`config.mk`:
```
export PLATFORM = sky130hd
export DESIGN_NAME = pipe_ctrl_flat
export DESIGN_NICKNAME = d
export VERILOG_FILES = /design/src/rtl/pipe_ctrl_pkg.sv /design/src/rtl/pipe_ctrl_if.sv /design/src/rtl/pipe_ctrl_sat_cnt16.sv /design/src/rtl/pipe_ctrl.sv /design/src/flat_wrapper.sv
export SDC_FILE = /design/constraint.sdc
export NUM_CORES = 1
export LEC_CHECK = 0
export ABC_AREA = 1
export CORE_AREA = 3 3 105 107
export DETAILED_ROUTE_END_ITERATION = 8
export DIE_AREA = 0 0 108 110
export GPL_TIMING_DRIVEN = 0
export PLACE_DENSITY = 0.56
export SKIP_CTS_REPAIR_TIMING = 1
export SLEW_MARGIN = 5
export SYNTH_ARGS = -nofsm -noshare
export SYNTH_HDL_FRONTEND = slang
export SYNTH_SLANG_ARGS = --single-unit
```
`constraint.sdc`:
```
create_clock -name clk -period 2.4 [get_ports clk]
set_input_delay 0.48 -clock clk [delete_from_list [all_inputs] [get_ports clk]]
set_output_delay 0.48 -clock clk [all_outputs]
set_load 0.02 [all_outputs]
```
`src/rtl/pipe_ctrl_pkg.sv`:
```
// Shared constants and types for the pipeline controller slice.
// Holds stage geometry defaults, bubble payload values and the FSM state encoding.
package pipe_ctrl_pkg;

    localparam int NSTAGES_DEF   = 10;
    localparam int RA_IDX_DEF    = 5;
    localparam int EX_IDX_DEF    = 7;
    localparam int FETCH_LAT_DEF = 1;

    // Payload a bubbled latch loads instead of its upstream stage
    localparam logic [11:0] PIPE_NOP  = 12'h000;
    localparam logic [3:0]  ISET_BASE = 4'h0;

    typedef enum logic {
        RUN  = 1'b0,
        HALT = 1'b1
    } state_t;

endpackage

```
`src/rtl/pipe_ctrl_if.sv`:
```
// Event inputs and latch-control outputs between the pipeline and its controller.
// The master side raises pipeline events; the slave side is the controller.
interface pipe_ctrl_if #(
    parameter int NSTAGES = 10
);
    logic               raw_hazard;
    logic               mem_busy;
    logic               branch_taken;
    logic [11:0]        branch_pc;
    logic [3:0]         branch_iset;
    logic               halt_req;
    logic               resume_req;
    logic [NSTAGES-1:0] stage_en;
    logic [NSTAGES-1:0] stage_bubble;
    logic               redir_valid;
    logic [11:0]        redir_pc;
    logic [3:0]         redir_iset;
    logic               halted;
    logic [15:0]        stall_cnt;
    logic [15:0]        flush_cnt;

    modport master (
        output raw_hazard, mem_busy, branch_taken, branch_pc, branch_iset,
               halt_req, resume_req,
        input  stage_en, stage_bubble, redir_valid, redir_pc, redir_iset,
               halted, stall_cnt, flush_cnt
    );

    modport slave (
        input  raw_hazard, mem_busy, branch_taken, branch_pc, branch_iset,
               halt_req, resume_req,
        output stage_en, stage_bubble, redir_valid, redir_pc, redir_iset,
               halted, stall_cnt, flush_cnt
    );
endinterface

```
`src/rtl/pipe_ctrl_sat_cnt16.sv`:
```
// 16-bit event counter with enable and synchronous clear that sticks at 16'hFFFF.
module sat_cnt16 (
    input  logic        clk,
    input  logic        rst,
    input  logic        clear,
    input  logic        en,
    output logic [15:0] count
);

    always_ff @(posedge clk or posedge rst) begin
        if (rst)
            count <= 16'h0000;
        else if (clear)
            count <= 16'h0000;
        else if (en && (count != 16'hFFFF))
            count <= count + 16'd1;
    end

endmodule

```
`src/rtl/pipe_ctrl.sv`:
```
// Pipeline controller: per-latch load enables and bubble selects from hazard, memory,
// branch and halt events, plus fetch redirect and stall/flush performance counters.
module pipe_ctrl
    import pipe_ctrl_pkg::*;
#(
    parameter int NSTAGES   = NSTAGES_DEF,
    parameter int RA_IDX    = RA_IDX_DEF,
    parameter int EX_IDX    = EX_IDX_DEF,
    parameter int FETCH_LAT = FETCH_LAT_DEF
) (
    input logic        clk,
    input logic        rst,
    pipe_ctrl_if.slave bus
);

    state_t             state;
    state_t             state_next;
    logic [2:0]         shadow;
    logic [2:0]         shadow_next;
    logic [NSTAGES-1:0] en_c;
    logic [NSTAGES-1:0] bubble_c;
    logic               redir_c;
    logic [NSTAGES-1:0] ra_mask;
    logic [NSTAGES-1:0] ex_mask;
    logic [NSTAGES-1:0] ra_bit;
    logic               stall_inc;

    // Latches upstream of RA freeze on a RAW stall; latches upstream of EX are squashed on a branch
    for (genvar i = 0; i < NSTAGES; i++) begin : g_mask
        assign ra_mask[i] = (i < RA_IDX);
        assign ex_mask[i] = (i < EX_IDX);
        assign ra_bit[i]  = (i == RA_IDX);
    end

    always_ff @(posedge clk or posedge rst) begin
        if (rst) begin
            state  <= RUN;
            shadow <= 3'd0;
        end else begin
            state  <= state_next;
            shadow <= shadow_next;
        end
    end

    always_comb begin
        state_next  = state;
        shadow_next = shadow;
        en_c        = '0;
        bubble_c    = '0;
        redir_c     = 1'b0;
        if (!rst) begin
            unique case (state)
                RUN: begin
                    if (bus.halt_req && !bus.mem_busy)
                        state_next = HALT;
                    if (bus.mem_busy) begin
                        en_c = '0;
                    end else if (bus.branch_taken) begin
                        redir_c     = 1'b1;
                        en_c        = '1;
                        bubble_c    = ex_mask;
                        shadow_next = 3'(FETCH_LAT);
                    end else if (bus.raw_hazard) begin
                        en_c     = ~ra_mask;
                        bubble_c = ra_bit;
                    end else if (shadow != 3'd0) begin
                        en_c        = '1;
                        bubble_c[0] = 1'b1;
                        shadow_next = shadow - 3'd1;
                    end else begin
                        en_c = '1;
                    end
                end
                HALT: begin
                    if (bus.resume_req)
                        state_next = RUN;
                end
                default: state_next = RUN;
            endcase
        end
    end

    assign stall_inc = ~(&en_c);

    assign bus.stage_en     = en_c;
    assign bus.stage_bubble = bubble_c;
    assign bus.redir_valid  = redir_c;
    assign bus.redir_pc     = bus.branch_pc;
    assign bus.redir_iset   = bus.branch_iset;
    assign bus.halted       = (state == HALT);

    sat_cnt16 u_stall_cnt (
        .clk   (clk),
        .rst   (rst),
        .clear (1'b0),
        .en    (stall_inc),
        .count (bus.stall_cnt)
    );

    sat_cnt16 u_flush_cnt (
        .clk   (clk),
        .rst   (rst),
        .clear (1'b0),
        .en    (redir_c),
        .count (bus.flush_cnt)
    );

endmodule
```
`src/flat_wrapper.sv`:
```
// flat-port wrapper written by rule: the top's interface ports become plain ports
module pipe_ctrl_flat import pipe_ctrl_pkg::*;
#(
    parameter int NSTAGES   = NSTAGES_DEF,
    parameter int RA_IDX    = RA_IDX_DEF,
    parameter int EX_IDX    = EX_IDX_DEF,
    parameter int FETCH_LAT = FETCH_LAT_DEF
)
  (clk, rst, bus_raw_hazard, bus_mem_busy, bus_branch_taken, bus_branch_pc, bus_branch_iset, bus_halt_req, bus_resume_req, bus_stage_en, bus_stage_bubble, bus_redir_valid, bus_redir_pc, bus_redir_iset, bus_halted, bus_stall_cnt, bus_flush_cnt);
  pipe_ctrl_if #(.NSTAGES(NSTAGES)) bus_i ();
  input logic clk;
  input logic rst;
  input wire logic [$bits(bus_i.raw_hazard)-1:0] bus_raw_hazard;
  input wire logic [$bits(bus_i.mem_busy)-1:0] bus_mem_busy;
  input wire logic [$bits(bus_i.branch_taken)-1:0] bus_branch_taken;
  input wire logic [$bits(bus_i.branch_pc)-1:0] bus_branch_pc;
  input wire logic [$bits(bus_i.branch_iset)-1:0] bus_branch_iset;
  input wire logic [$bits(bus_i.halt_req)-1:0] bus_halt_req;
  input wire logic [$bits(bus_i.resume_req)-1:0] bus_resume_req;
  output wire logic [$bits(bus_i.stage_en)-1:0] bus_stage_en;
  output wire logic [$bits(bus_i.stage_bubble)-1:0] bus_stage_bubble;
  output wire logic [$bits(bus_i.redir_valid)-1:0] bus_redir_valid;
  output wire logic [$bits(bus_i.redir_pc)-1:0] bus_redir_pc;
  output wire logic [$bits(bus_i.redir_iset)-1:0] bus_redir_iset;
  output wire logic [$bits(bus_i.halted)-1:0] bus_halted;
  output wire logic [$bits(bus_i.stall_cnt)-1:0] bus_stall_cnt;
  output wire logic [$bits(bus_i.flush_cnt)-1:0] bus_flush_cnt;
  assign bus_i.raw_hazard = bus_raw_hazard;
  assign bus_i.mem_busy = bus_mem_busy;
  assign bus_i.branch_taken = bus_branch_taken;
  assign bus_i.branch_pc = bus_branch_pc;
  assign bus_i.branch_iset = bus_branch_iset;
  assign bus_i.halt_req = bus_halt_req;
  assign bus_i.resume_req = bus_resume_req;
  assign bus_stage_en = bus_i.stage_en;
  assign bus_stage_bubble = bus_i.stage_bubble;
  assign bus_redir_valid = bus_i.redir_valid;
  assign bus_redir_pc = bus_i.redir_pc;
  assign bus_redir_iset = bus_i.redir_iset;
  assign bus_halted = bus_i.halted;
  assign bus_stall_cnt = bus_i.stall_cnt;
  assign bus_flush_cnt = bus_i.flush_cnt;
  pipe_ctrl #(.NSTAGES(NSTAGES), .RA_IDX(RA_IDX), .EX_IDX(EX_IDX), .FETCH_LAT(FETCH_LAT)) u_core (.clk(clk), .rst(rst), .bus(bus_i));
endmodule
```
Word level (Yosys, flattened, before mapping)
Cells that the tools add are included.
Operators by class
  magnitude comparators: 0
  shift-type cells: 0
  reductions and logical operators: 8
  $mul: 0
  add/sub/neg operators: 3
  bitwise gates (word level): 4
  multiplexer cells: 22
  divide/modulo/power cells: 0
  equal/unequal tests: 3
Operators by type and width (count)
  $mux 10: 8
  $add 16x1->16 const B: 2
  $ne 16x16->1 const B: 2
  $mux 5: 2
  $reduce_and 10->1: 1
  $mux 3: 3
  $mux 1: 8
  $reduce_and 5->1: 1
  $not 1->1: 4
  $logic_and 1x1->1: 3
  $reduce_bool 3->1: 1
  $sub 3x1->3 const B: 1
  $ne 2x1->1 const B: 1
  $pmux 1 s2: 1
  $reduce_bool 2->1: 1
  $logic_not 1->1: 1
Storage, ports and cells
  output and inout port bits: 70
  memories: 0
  RAM bits: 0
  bits in registers: 36
  bits in latches: 0
  bits in read-only memories: 0
  word-level logic and storage cells: 44
  bits of input ports: 23

Depth between registers and ports, before layout
Gate-level depths: netlist (run 1).
  depth after elaboration: 8
  mapped depth: 10

Cells and area by module
Synthesis (run 1) repeated with hierarchy kept, for this count alone.
Unflattened totals
  cell total of the unflattened synthesis: 389
  area, all modules: 2716.4 µm²
Modules (own cells, without submodules)
  sat_cnt16: instances 2, area an instance 1083.5 µm², cells each 159
  pipe_ctrl: instances 1, area an instance 549.3 µm², cells each 71

Least setup slack after synthesis (run 1)
Ideal clock, no wire load.
  path kind: input port to output port
  start point: input rst
  end point: output bus_stage_bubble[0]
  stages on the path: 5
  data arrival time: 2.097 ns
  path buffers: 0
  data required time: 1.920 ns
  setup slack: -0.177 ns
  path through: inv_1 nand2_2 nor2_4 nand2_1 inv_1
Between the ends
  longest elaborated chain between the ends: 1
Ends and longest elaborated chain
  from (decl): RTL line flat_wrapper.sv:12  | input logic rst;
  $mux 10: RTL line pipe_ctrl.sv:51  | if (!rst) begin
  to (decl): RTL line flat_wrapper.sv:21  | output wire logic [$bits(bus_i.stage_bubble)-1:0] bus_stage_bubble;
No other way between the ends.

Final worst setup path (run 1)
  start point: input bus_mem_busy
  end point: output bus_stage_bubble[3]
Between the ends
  longest elaborated chain between the ends: 3
Ends and longest elaborated chain
  from (decl): RTL line flat_wrapper.sv:14  | input wire logic [$bits(bus_i.mem_busy)-1:0] bus_mem_busy;
  $mux 10: RTL line pipe_ctrl.sv:56  | if (bus.mem_busy) begin
  $mux 10: RTL line pipe_ctrl.sv:52  | unique case (state)
  $mux 10: RTL line pipe_ctrl.sv:51
No other way between the ends.

==> results.py, run 1 <==
metrics = {
    "outcome": {
        "outcome": "finished clean",
    },
    "setup_path": {
        "start_kind": "primary input",
        "max_stage_delay_ns": 0.39,
        "end_kind": "output pin",
        "worstPathRequired_ns": 1.92,
        "cp_cell_sequence": "clkdlybuf4s50_1, nor2_1, nand2_2, nor2_4, buf_4, buf_4, buf_4, dlymetal6s2s_1",
        "arrival_ns": 1.84,
        "crit_type": "primary input to output pin",
        "r2r-start": "u_core.u_flush_cnt.count[0]",
        "crit_fanout": 5,
        "reg2reg_to": "u_core.u_flush_cnt.count[14]",
        "cpMaxStageDelayCell": "clkdlybuf4s50_1",
        "worstRegToRegCells": 9,
        "crit_top_cell": "buf_4",
        "r2r_slack_ns": 0.75,
    },
    "power_and_ir_drop": {
        "p_sw_share_pct": 37.2,
        "p_seq_share_pct": 37.7,
        "ir_drop_v": 0.000362,
        "pwr-share-comb_pct": 38.8,
        "clockPowerShare_pct": 23.4,
        "p_sw_uw": 874,
        "p_leak_uw": 0.00191,
        "p_int_uw": 1480,
        "p_per_area_mw_per_mm2": 639,
        "totalPowerFinal_uw": 2350,
    },
    "synthesis": {
        "yosysWarnings": 0,
        "synth_top_flop_cell": "dfrtp_1",
        "syn_avg_cell_area_um2": 7.09,
        "synth_edf_count": 0,
        "yosysUniqueCellTypes": 26,
        "synthArstFlopShare_pct": 100,
        "synth-seq-cells": 36,
        "ys_seq_area_share_pct": 35.9,
        "syn_area_mm2": 0.00251,
        "netlist_instances": 354,
    },
    "layout": {
        "fin_util_pct": 35.9,
        "design_area_mm2": 0.00368,
        "finish.cell_count_without_fillers": 588,
        "multiInputGateArea_mm2": 0.00119,
        "drive_gt1_share_pct": 18.8,
        "nFillCells": 1051,
        "nets": 478,
        "diodes": 0,
        "regArea_um2": 901,
        "syn2layout_area_growth_pct": 46.4,
    },
    "clock_network": {
        "htree_levels": 2,
        "clkLatencyLatePin_ns": 0.29,
        "cts_max_path_buffers": 2,
        "cts_made_buffers": 5,
        "clkTransAtPathRegs_ns": 0.08,
        "cts_sinks": 36,
        "root_buffer": "clkbuf_8",
        "cts_tree": "done",
    },
    "grt": {
        "grt_max_degree": 39,
        "grt_usage_pct": 10.3,
        "grt_pass1_vias": 2134,
        "grt_remaining_overflow": 0,
        "grt_pass1_wl_um": 9900,
        "antenna_found_initial": 0,
    },
    "timing": {
        "period_needed_ns": 2.32,
        "maxSlewHeadroom_pct": 36.8,
        "finClkSkew_ns": 0.00850,
        "worstMarginPinSlew_ns": 0.943,
        "hold_violations": 0,
        "timing.hold.ws_ns": 0.424,
        "finalSetupViolations": 0,
        "fin_crit_sh_pct": 96.8,
        "drv_slew": 0,
        "fmax_mhz": 430,
    },
    "route": {
        "dr.pass1.iters": 4,
        "drtAntennaViolNets": 0,
        "wl_per_cell_um": 10.8,
        "drt-total-wl_um": 6340,
        "drt_iter0_markers": 53,
        "post_drt_via_cell_ratio": 4.17,
        "drc_errors": 0,
        "num_vias": 2450,
    },
    "placement": {
        "dpl_cell_area_mm2": 0.00342,
        "post-place-cells": 565,
        "port-buffer-count": 73,
        "dp_hpwl_um": 4610,
        "gp_congestion": 0.832,
    },
    "floorplan": {
        "io_pins": 93,
        "die_area_mm2": 0.0119,
        "die_height_um": 110,
        "core_area_mm2": 0.0102,
        "initial_core_util_pct": 24.5,
        "placementRows": 37,
        "fp.dieW_um": 108,
    },
    "worst_hold_path": {
        "hold_class": "primary input to async pin",
    },
    "job": {
        "max-cap-violations": 0,
    },
}
## worst max-delay path by stage
stage / start / to / slack [ns] / cells past startpoint
after floorplan: rst / bus_stage_en[6] / 0.18 / 4
after global placement: rst / bus_stage_en[6] / -1.21 / 6
after detailed placement: rst / bus_stage_en[9] / -1.23 / 6
after CTS: rst / bus_stage_en[9] / -1.24 / 6
after global routing: bus_mem_busy / bus_stage_bubble[3] / -0.004 / 8
final: bus_mem_busy / bus_stage_bubble[3] / 0.08 / 8
## final cells by class
class / count / area share (%)
repair inverters: 1 / 0.136
clock buffers: 5 / 1.87
well taps: 136 / 4.63
flip-flops and latches: 36 / 24.5
clock inverters: 3 / 1.16
inverters: 34 / 3.71
repair buffers: 87 / 23.6
multi-input cells: 250 / 32.4
plain buffers: 36 / 8.00
## power groups by stage
stage               Sequential (uW)  Combinational (uW)  Clock (uW)
floorplan                       989                 438           0
global placement                893                 887           0
detailed placement              901                 905           0
CTS                             889                 909         566
global route                    910                1010         595
finish                          887                 913         551
## layer usage
layer	vias up	wire length (um)	GRT usage, %	share of wire, %
met4	0	45	2.25	0.71
met1	1107	2740	13.2	43
li1	1259	-	-	-
met5	-	0	0	0
met3	4	391	2.68	6.2
met2	80	3160	17.4	50
## through the flow
stage / setup TNS [ns] / setup slack, ns
floorplan: 0 / 0.176
global placement: -39.41 / -1.21
detailed placement: -40.01 / -1.23
CTS: -29.10 / -1.24
global route: -0.00434 / -0.00434
finish: 0 / 0.0763
## registers in the layout (all words and copies together) (netlist names)
name,cells
u_core.u_stall_cnt.count,16
u_core.shadow,3
u_core.u_flush_cnt.count,16
u_core.bus.halted,1
## layout by cell type (no fill, tap or decap), types with 5 or more instances in the layout
cell / n
buf_4: 49
clkbuf_8: 5
clkdlybuf4s50_1: 54
dfrtp_1: 36
dlymetal6s2s_1: 16
inv_1: 28
nand2_1: 138
nand2_2: 5
nand3_1: 12
nand4_1: 11
nor2_1: 33
o21ai_0: 10
o21ai_1: 5
xnor2_1: 8
xor2_1: 5
## cell usage after synthesis (2+ instances only)
master	instances	area share (%)
buf_4	32	9.6
buf_6	3	1.3
dfrtp_1	36	36
ha_1	4	2.0
inv_1	30	4.5
inv_2	3	0.45
nand2_1	138	21
nand2_2	5	1.2
nand2_4	2	0.90
nand3_1	12	2.4
nand3_2	2	0.80
nand4_1	11	2.7
nor2_1	33	4.9
nor2_2	4	1.0
nor2_4	3	1.3
o21ai_0	10	2.0
o21ai_1	5	1.0
o22ai_1	2	0.50
xnor2_1	8	2.8
xor2_1	5	1.7
## cell families (layout without fill, tap and decap cells)
group / count (synthesis) / in the layout / share of synthesized area (%)
simple gates: 210 / 210 / 36.0
buf+inv: 70 / 166 / 17.0
flops: 36 / 36 / 35.9
compound gates: 20 / 20 / 4.48
xor+xnor: 13 / 13 / 4.53
fa+ha+maj: 4 / 4 / 1.99
other cells: 1 / 3 / 0.149
## critical path: cells and delay by family
family                 cells  cell delay, ns
AND/OR/NAND/NOR            3            0.44
buffers and inverters      5            0.91
(Power assumes the default switching activity.)
==> run 2: changes to the inputs <==
- CORE_AREA: 3 3 105 107 -> 2 2 104 106
- DIE_AREA: 0 0 108 110 -> 0 0 106 108
==> run 2 against run 1 <==
Compared with the run above: fmax grew 0.65%; core utilization shrank 0.81 points; total power shrank 6.0%; via count shrank 2.4%; setup slack gained 0.015 ns; count of clock-buffer cells in the layout is the same; cell count shrank 1.4%; routed wire length shrank 2.7%.
==> results.py, run 2 (same netlist as run 1, synthesis figures left out) <==
metrics = {
    "outcome": {
        "outcome": "finished clean",
    },
    "route": {
        "post_drt_via_cell_ratio": 4.12,
        "dr.pass1.iters": 4,
        "drc_errors": 0,
        "wl_per_cell_um": 10.6,
        "num_vias": 2391,
        "drt_iter0_markers": 36,
        "drtAntennaViolNets": 0,
        "drt-total-wl_um": 6170,
    },
    "power_and_ir_drop": {
        "p_sw_uw": 852,
        "ir_drop_v": 0.000373,
        "p_per_area_mw_per_mm2": 615,
        "p_leak_uw": 0.00186,
        "p_sw_share_pct": 38.5,
        "p_int_uw": 1360,
        "pwr-share-comb_pct": 40.7,
        "p_seq_share_pct": 40.1,
        "clockPowerShare_pct": 19.2,
    },
    "worst_hold_path": {
        "hold_class": "primary input to async pin",
    },
    "floorplan": {
        "die_area_mm2": 0.0114,
        "placementRows": 37,
        "core_area_mm2": 0.0102,
        "io_pins": 93,
        "fp.dieW_um": 106,
        "die_height_um": 108,
        "initial_core_util_pct": 24.5,
    },
    "placement": {
        "gp_congestion": 0.811,
        "port-buffer-count": 73,
        "dp_hpwl_um": 4510,
        "detailedPlace.worstSlack_ns": -1.25,
    },
    "setup_path": {
        "crit_type": "primary input to output pin",
        "arrival_ns": 1.83,
        "cpMaxStageDelayCell": "clkdlybuf4s50_1",
        "worstPathRequired_ns": 1.92,
        "crit_fanout": 5,
        "max_stage_delay_ns": 0.40,
        "crit_top_cell": "buf_4",
        "start_kind": "primary input",
        "critical_path.startpoint": "bus_mem_busy",
        "r2r-start": "u_core.u_stall_cnt.count[0]",
        "cp_cell_sequence": "clkdlybuf4s50_1, nor2_1, nand2_2, nor2_4, buf_4, buf_4, buf_4, dlymetal6s2s_1",
        "end_kind": "output pin",
    },
    "timing": {
        "hold_violations": 0,
        "fin_crit_sh_pct": 96.2,
        "worstMarginPinSlew_ns": 0.904,
        "drv_slew": 0,
        "timing.hold.ws_ns": 0.305,
        "worst_slack_ns": 0.0914,
        "finalSetupViolations": 0,
        "fmax_mhz": 433,
        "fin_tns_setup_ns": 0,
        "period_needed_ns": 2.31,
        "finClkSkew_ns": 0.0149,
        "maxSlewHeadroom_pct": 39.4,
        "grt_setup_unrepaired": "false",
    },
    "layout": {
        "nFillCells": 1085,
        "layout_commonest_cell": "nand2_1",
        "fin_util_pct": 35.1,
        "nets": 471,
        "layout_common_cells": "nand2_1, clkdlybuf4s50_1, buf_4",
        "diodes": 0,
        "reg_top3": "u_core.u_flush_cnt.count (16), u_core.u_stall_cnt.count (16), u_core.shadow (3)",
        "drive_gt1_share_pct": 17.3,
        "syn2layout_area_growth_pct": 43.1,
    },
    "grt": {
        "grt_max_degree": 39,
        "grt_remaining_overflow": 0,
        "antenna_found_initial": 0,
        "grt_pass1_vias": 2218,
        "grt_usage_pct": 10.6,
        "grt_pass1_wl_um": 10000,
    },
    "clock_network": {
        "root_buffer": "clkbuf_8",
        "cts_made_buffers": 5,
        "clkLatencyLatePin_ns": 0.29,
        "cts_tree": "done",
        "clkTransAtPathRegs_ns": 0.09,
        "cts_max_path_buffers": 2,
        "htree_levels": 2,
        "cts_sinks": 36,
    },
    "job": {
        "max-cap-violations": 0,
    },
}
-- run 2: power by group through the flow --
| stage | sequential, uW | clock, uW | combinational (uW) |
|---|---|---|---|
| after floorplan | 989 | 0 | 438 |
| after global placement | 891 | 0 | 884 |
| after detailed placement | 900 | 0 | 905 |
| after CTS | 888 | 463 | 907 |
| after global routing | 914 | 485 | 994 |
| final | 885 | 424 | 900 |
-- run 2: metrics by stage --
step	std cells	area [um2]	power [uW]
floorplan	356	2520	1430
global placement	565	3420	1770
detailed placement	565	3420	1810
CTS	572	3500	2260
global route	580	3590	2390
finish	580	3590	2210
-- run 2: worst paths after layout --
path                                                 to  slack (ns)  cells after the start
min                         u_core.u_flush_cnt.count[9]        0.31                      3
min in group clk                      u_core.bus.halted        0.55                      1
max reg2reg                u_core.u_stall_cnt.count[14]        0.74                     10
min reg2reg                           u_core.bus.halted        0.55                      1
max in group asynchronous   u_core.u_flush_cnt.count[6]        1.50                      2
max                                 bus_stage_bubble[1]        0.09                      8
-- run 2: critical path: cells and delay by family --
kind	cells	cell delay, ns
buffers and inverters	5	0.92
and+or+nand+nor	3	0.43
-- run 2: area by class of cell --
cell class              count  area (um2)  share of cell area [%]
plain buffers              36         294                    8.18
clock buffers               5        68.8                    1.91
clock inverters             2        12.5                   0.348
inverters                  34         136                    3.79
multi-input cells         250        1190                    33.1
flip-flops and latches     36         901                    25.1
well taps                 136         170                    4.73
repair buffers             80         816                    22.7
repair inverters            1        5.00                   0.139
-- run 2: layer usage --
metal	up-vias	part of all wire, %	track usage (%)	routed length (um)
li1	1242	-	-	-
met3	4	4.1	2.29	255
met1	1079	44	12.9	2730
met5	-	0	0	0
met4	0	0.70	2.82	43
met2	66	51	19.2	3140
==> run 3: changes to the inputs <==
--- a/config.mk
+++ b/config.mk
@@ -11,4 +11,5 @@
 export DIE_AREA = 0 0 106 108
+export DONT_BUFFER_PORTS = 1
 export GPL_TIMING_DRIVEN = 0
-export PLACE_DENSITY = 0.56
+export PLACE_DENSITY = 0.44
 export SKIP_CTS_REPAIR_TIMING = 1
==> constraint.sdc (replaced) <==
create_clock -name clk -period 2.4 [get_ports clk]
set_input_delay 0.72 -clock clk [delete_from_list [all_inputs] [get_ports clk]]
set_output_delay 0.72 -clock clk [all_outputs]
set_load 0.02 [all_outputs]
==> run 3 against run 2 <==
Compared with the run above: count of clock-buffer cells in the layout grew 2; largest power group is now registers; sequential power grew 16%; die area is the same; largest cell class unchanged; routed wire length shrank 1.7%; setup slack gained 0.024 ns; register-to-register slack lost 0.12 ns; total power shrank 8.6%.
==> results.py, run 3 (same netlist as run 1, synthesis figures left out) <==
metrics = {
    "clock_network": {
        "root_buffer": "clkbuf_8",
        "clkTransAtPathRegs_ns": 0.08,
        "cts_tree": "done",
        "cts_made_buffers": 5,
        "cts_max_path_buffers": 2,
        "clkLatencyLatePin_ns": 0.29,
        "htree_levels": 2,
        "cts_sinks": 36,
    },
    "route": {
        "wl_per_cell_um": 12.1,
        "post_drt_via_cell_ratio": 4.14,
        "dr.pass1.iters": 4,
        "num_vias": 2077,
        "drc_errors": 0,
        "drt_iter0_markers": 53,
        "drt-total-wl_um": 6060,
        "drtAntennaViolNets": 0,
    },
    "timing": {
        "grt_setup_unrepaired": "false",
        "worst_slack_ns": 0.115,
        "fin_tns_setup_ns": 0,
        "maxSlewHeadroom_pct": 35.8,
        "period_needed_ns": 2.28,
        "finClkSkew_ns": 0.00662,
        "finalSetupViolations": 0,
        "fin_crit_sh_pct": 95.2,
        "fmax_mhz": 438,
        "hold_violations": 0,
        "worstMarginPinSlew_ns": 0.957,
        "drv_slew": 0,
    },
    "setup_path": {
        "worstPathRequired_ns": 1.68,
        "end_kind": "output pin",
        "r2r-start": "u_core.u_stall_cnt.count[0]",
        "crit_type": "flip-flop to output pin",
        "worstRegToRegCells": 10,
        "r2r_slack_ns": 0.62,
        "max_stage_delay_ns": 0.47,
        "cp_cell_sequence": "nor2_2, nand2_4, nor2_4, buf_6",
        "start_kind": "flip-flop",
        "reg2reg_to": "u_core.u_stall_cnt.count[13]",
        "crit_fanout": 8,
        "arrival_ns": 1.56,
        "cpMaxStageDelayCell": "dfrtp_2",
    },
    "grt": {
        "antenna_found_initial": 0,
        "grt_remaining_overflow": 0,
        "grt_pass1_wl_um": 9500,
        "grt_usage_pct": 10.5,
        "grt_pass1_vias": 1872,
        "grt_max_degree": 39,
    },
    "layout": {
        "diodes": 0,
        "layout_commonest_cell": "nand2_1",
        "layout_common_cells": "nand2_1, dfrtp_1, nor2_1",
        "nets": 393,
        "drive_gt1_share_pct": 19.7,
        "syn2layout_area_growth_pct": 13.7,
        "finish.cell_count_without_fillers": 502,
        "reg_top3": "u_core.u_flush_cnt.count (16), u_core.u_stall_cnt.count (16), u_core.shadow (3)",
    },
    "floorplan": {
        "die_height_um": 108,
        "initial_core_util_pct": 24.5,
        "die_area_mm2": 0.0114,
        "core_area_mm2": 0.0102,
        "placementRows": 37,
        "io_pins": 93,
        "fp.dieW_um": 106,
    },
    "power_and_ir_drop": {
        "pwr-share-comb_pct": 25.3,
        "ir_drop_v": 0.000331,
        "clockPowerShare_pct": 23.7,
        "p_leak_uw": 0.00133,
        "p_sw_share_pct": 40.8,
        "p_sw_uw": 825,
        "p_int_uw": 1200,
        "p_per_area_mw_per_mm2": 708,
        "p_seq_share_pct": 51.0,
    },
    "worst_hold_path": {
        "hold_class": "primary input to async pin",
    },
    "job": {
        "max-cap-violations": 0,
    },
    "placement": {
        "dp_hpwl_um": 4370,
        "gp_congestion": 0.716,
        "port-buffer-count": 0,
        "detailedPlace.worstSlack_ns": -0.639,
        "post-place-cells": 492,
    },
    "outcome": {
        "outcome": "finished clean",
    },
}
run 3: how the worst max path moves through the flow:
stage | endpoint | startpoint | cells past startpoint
2_1_floorplan | bus_stage_en[6] | rst | 4
3_3_place_gp | bus_stage_en[6] | rst | 4
3_5_place_dp | bus_stage_en[8] | rst | 4
4_1_cts | bus_stage_en[8] | rst | 4
5_1_grt | bus_stage_bubble[0] | u_core.bus.halted | 5
6_report | bus_stage_bubble[6] | u_core.bus.halted | 4
run 3: per-layer routing:
layer,GRT usage [%],up-vias,wire length [um]
li1,-,1089,-
met1,11.9,922,2540
met4,3.10,0,55
met5,0,-,0
met2,18.7,61,3000
met3,3.86,5,463
run 3: final cells by class:
cell class,count,area (um2)
Inverter,34,139
Fill cell,1108,7380
Tap cell,136,170
Timing Repair inverter,1,5.00
Clock buffer,7,96.3
Buffer,36,328
Multi-Input combinational cell,251,1210
Timing Repair Buffer,1,7.51
Sequential cell,36,902
run 3: critical path: cells and delay by family (launching register included):
family        cells  cell delay (ns)
flops             1             0.47
buf+inv           1             0.18
simple gates      3             0.64
run 3: stage by stage:
stage	total power [uW]	hold WS [ns]	area (um2)	util, %
6_report	2020	0.426	2860	27.9
5_1_grt	2190	0.447	2860	27.9
4_1_cts	2060	0.514	2830	27.6
3_5_place_dp	1560	0.541	2730	26.7
3_3_place_gp	1550	0.534	2730	26.7
2_1_floorplan	1430	0.516	2560	-
run 3: power by group through the flow:
stage | combinational (uW) | clock [uW] | sequential, uW
after detailed placement | 511 | 0 | 1050
final | 512 | 479 | 1030
after CTS | 513 | 508 | 1040
after floorplan | 446 | 0 | 989
after global routing | 605 | 528 | 1060
after global placement | 503 | 0 | 1050
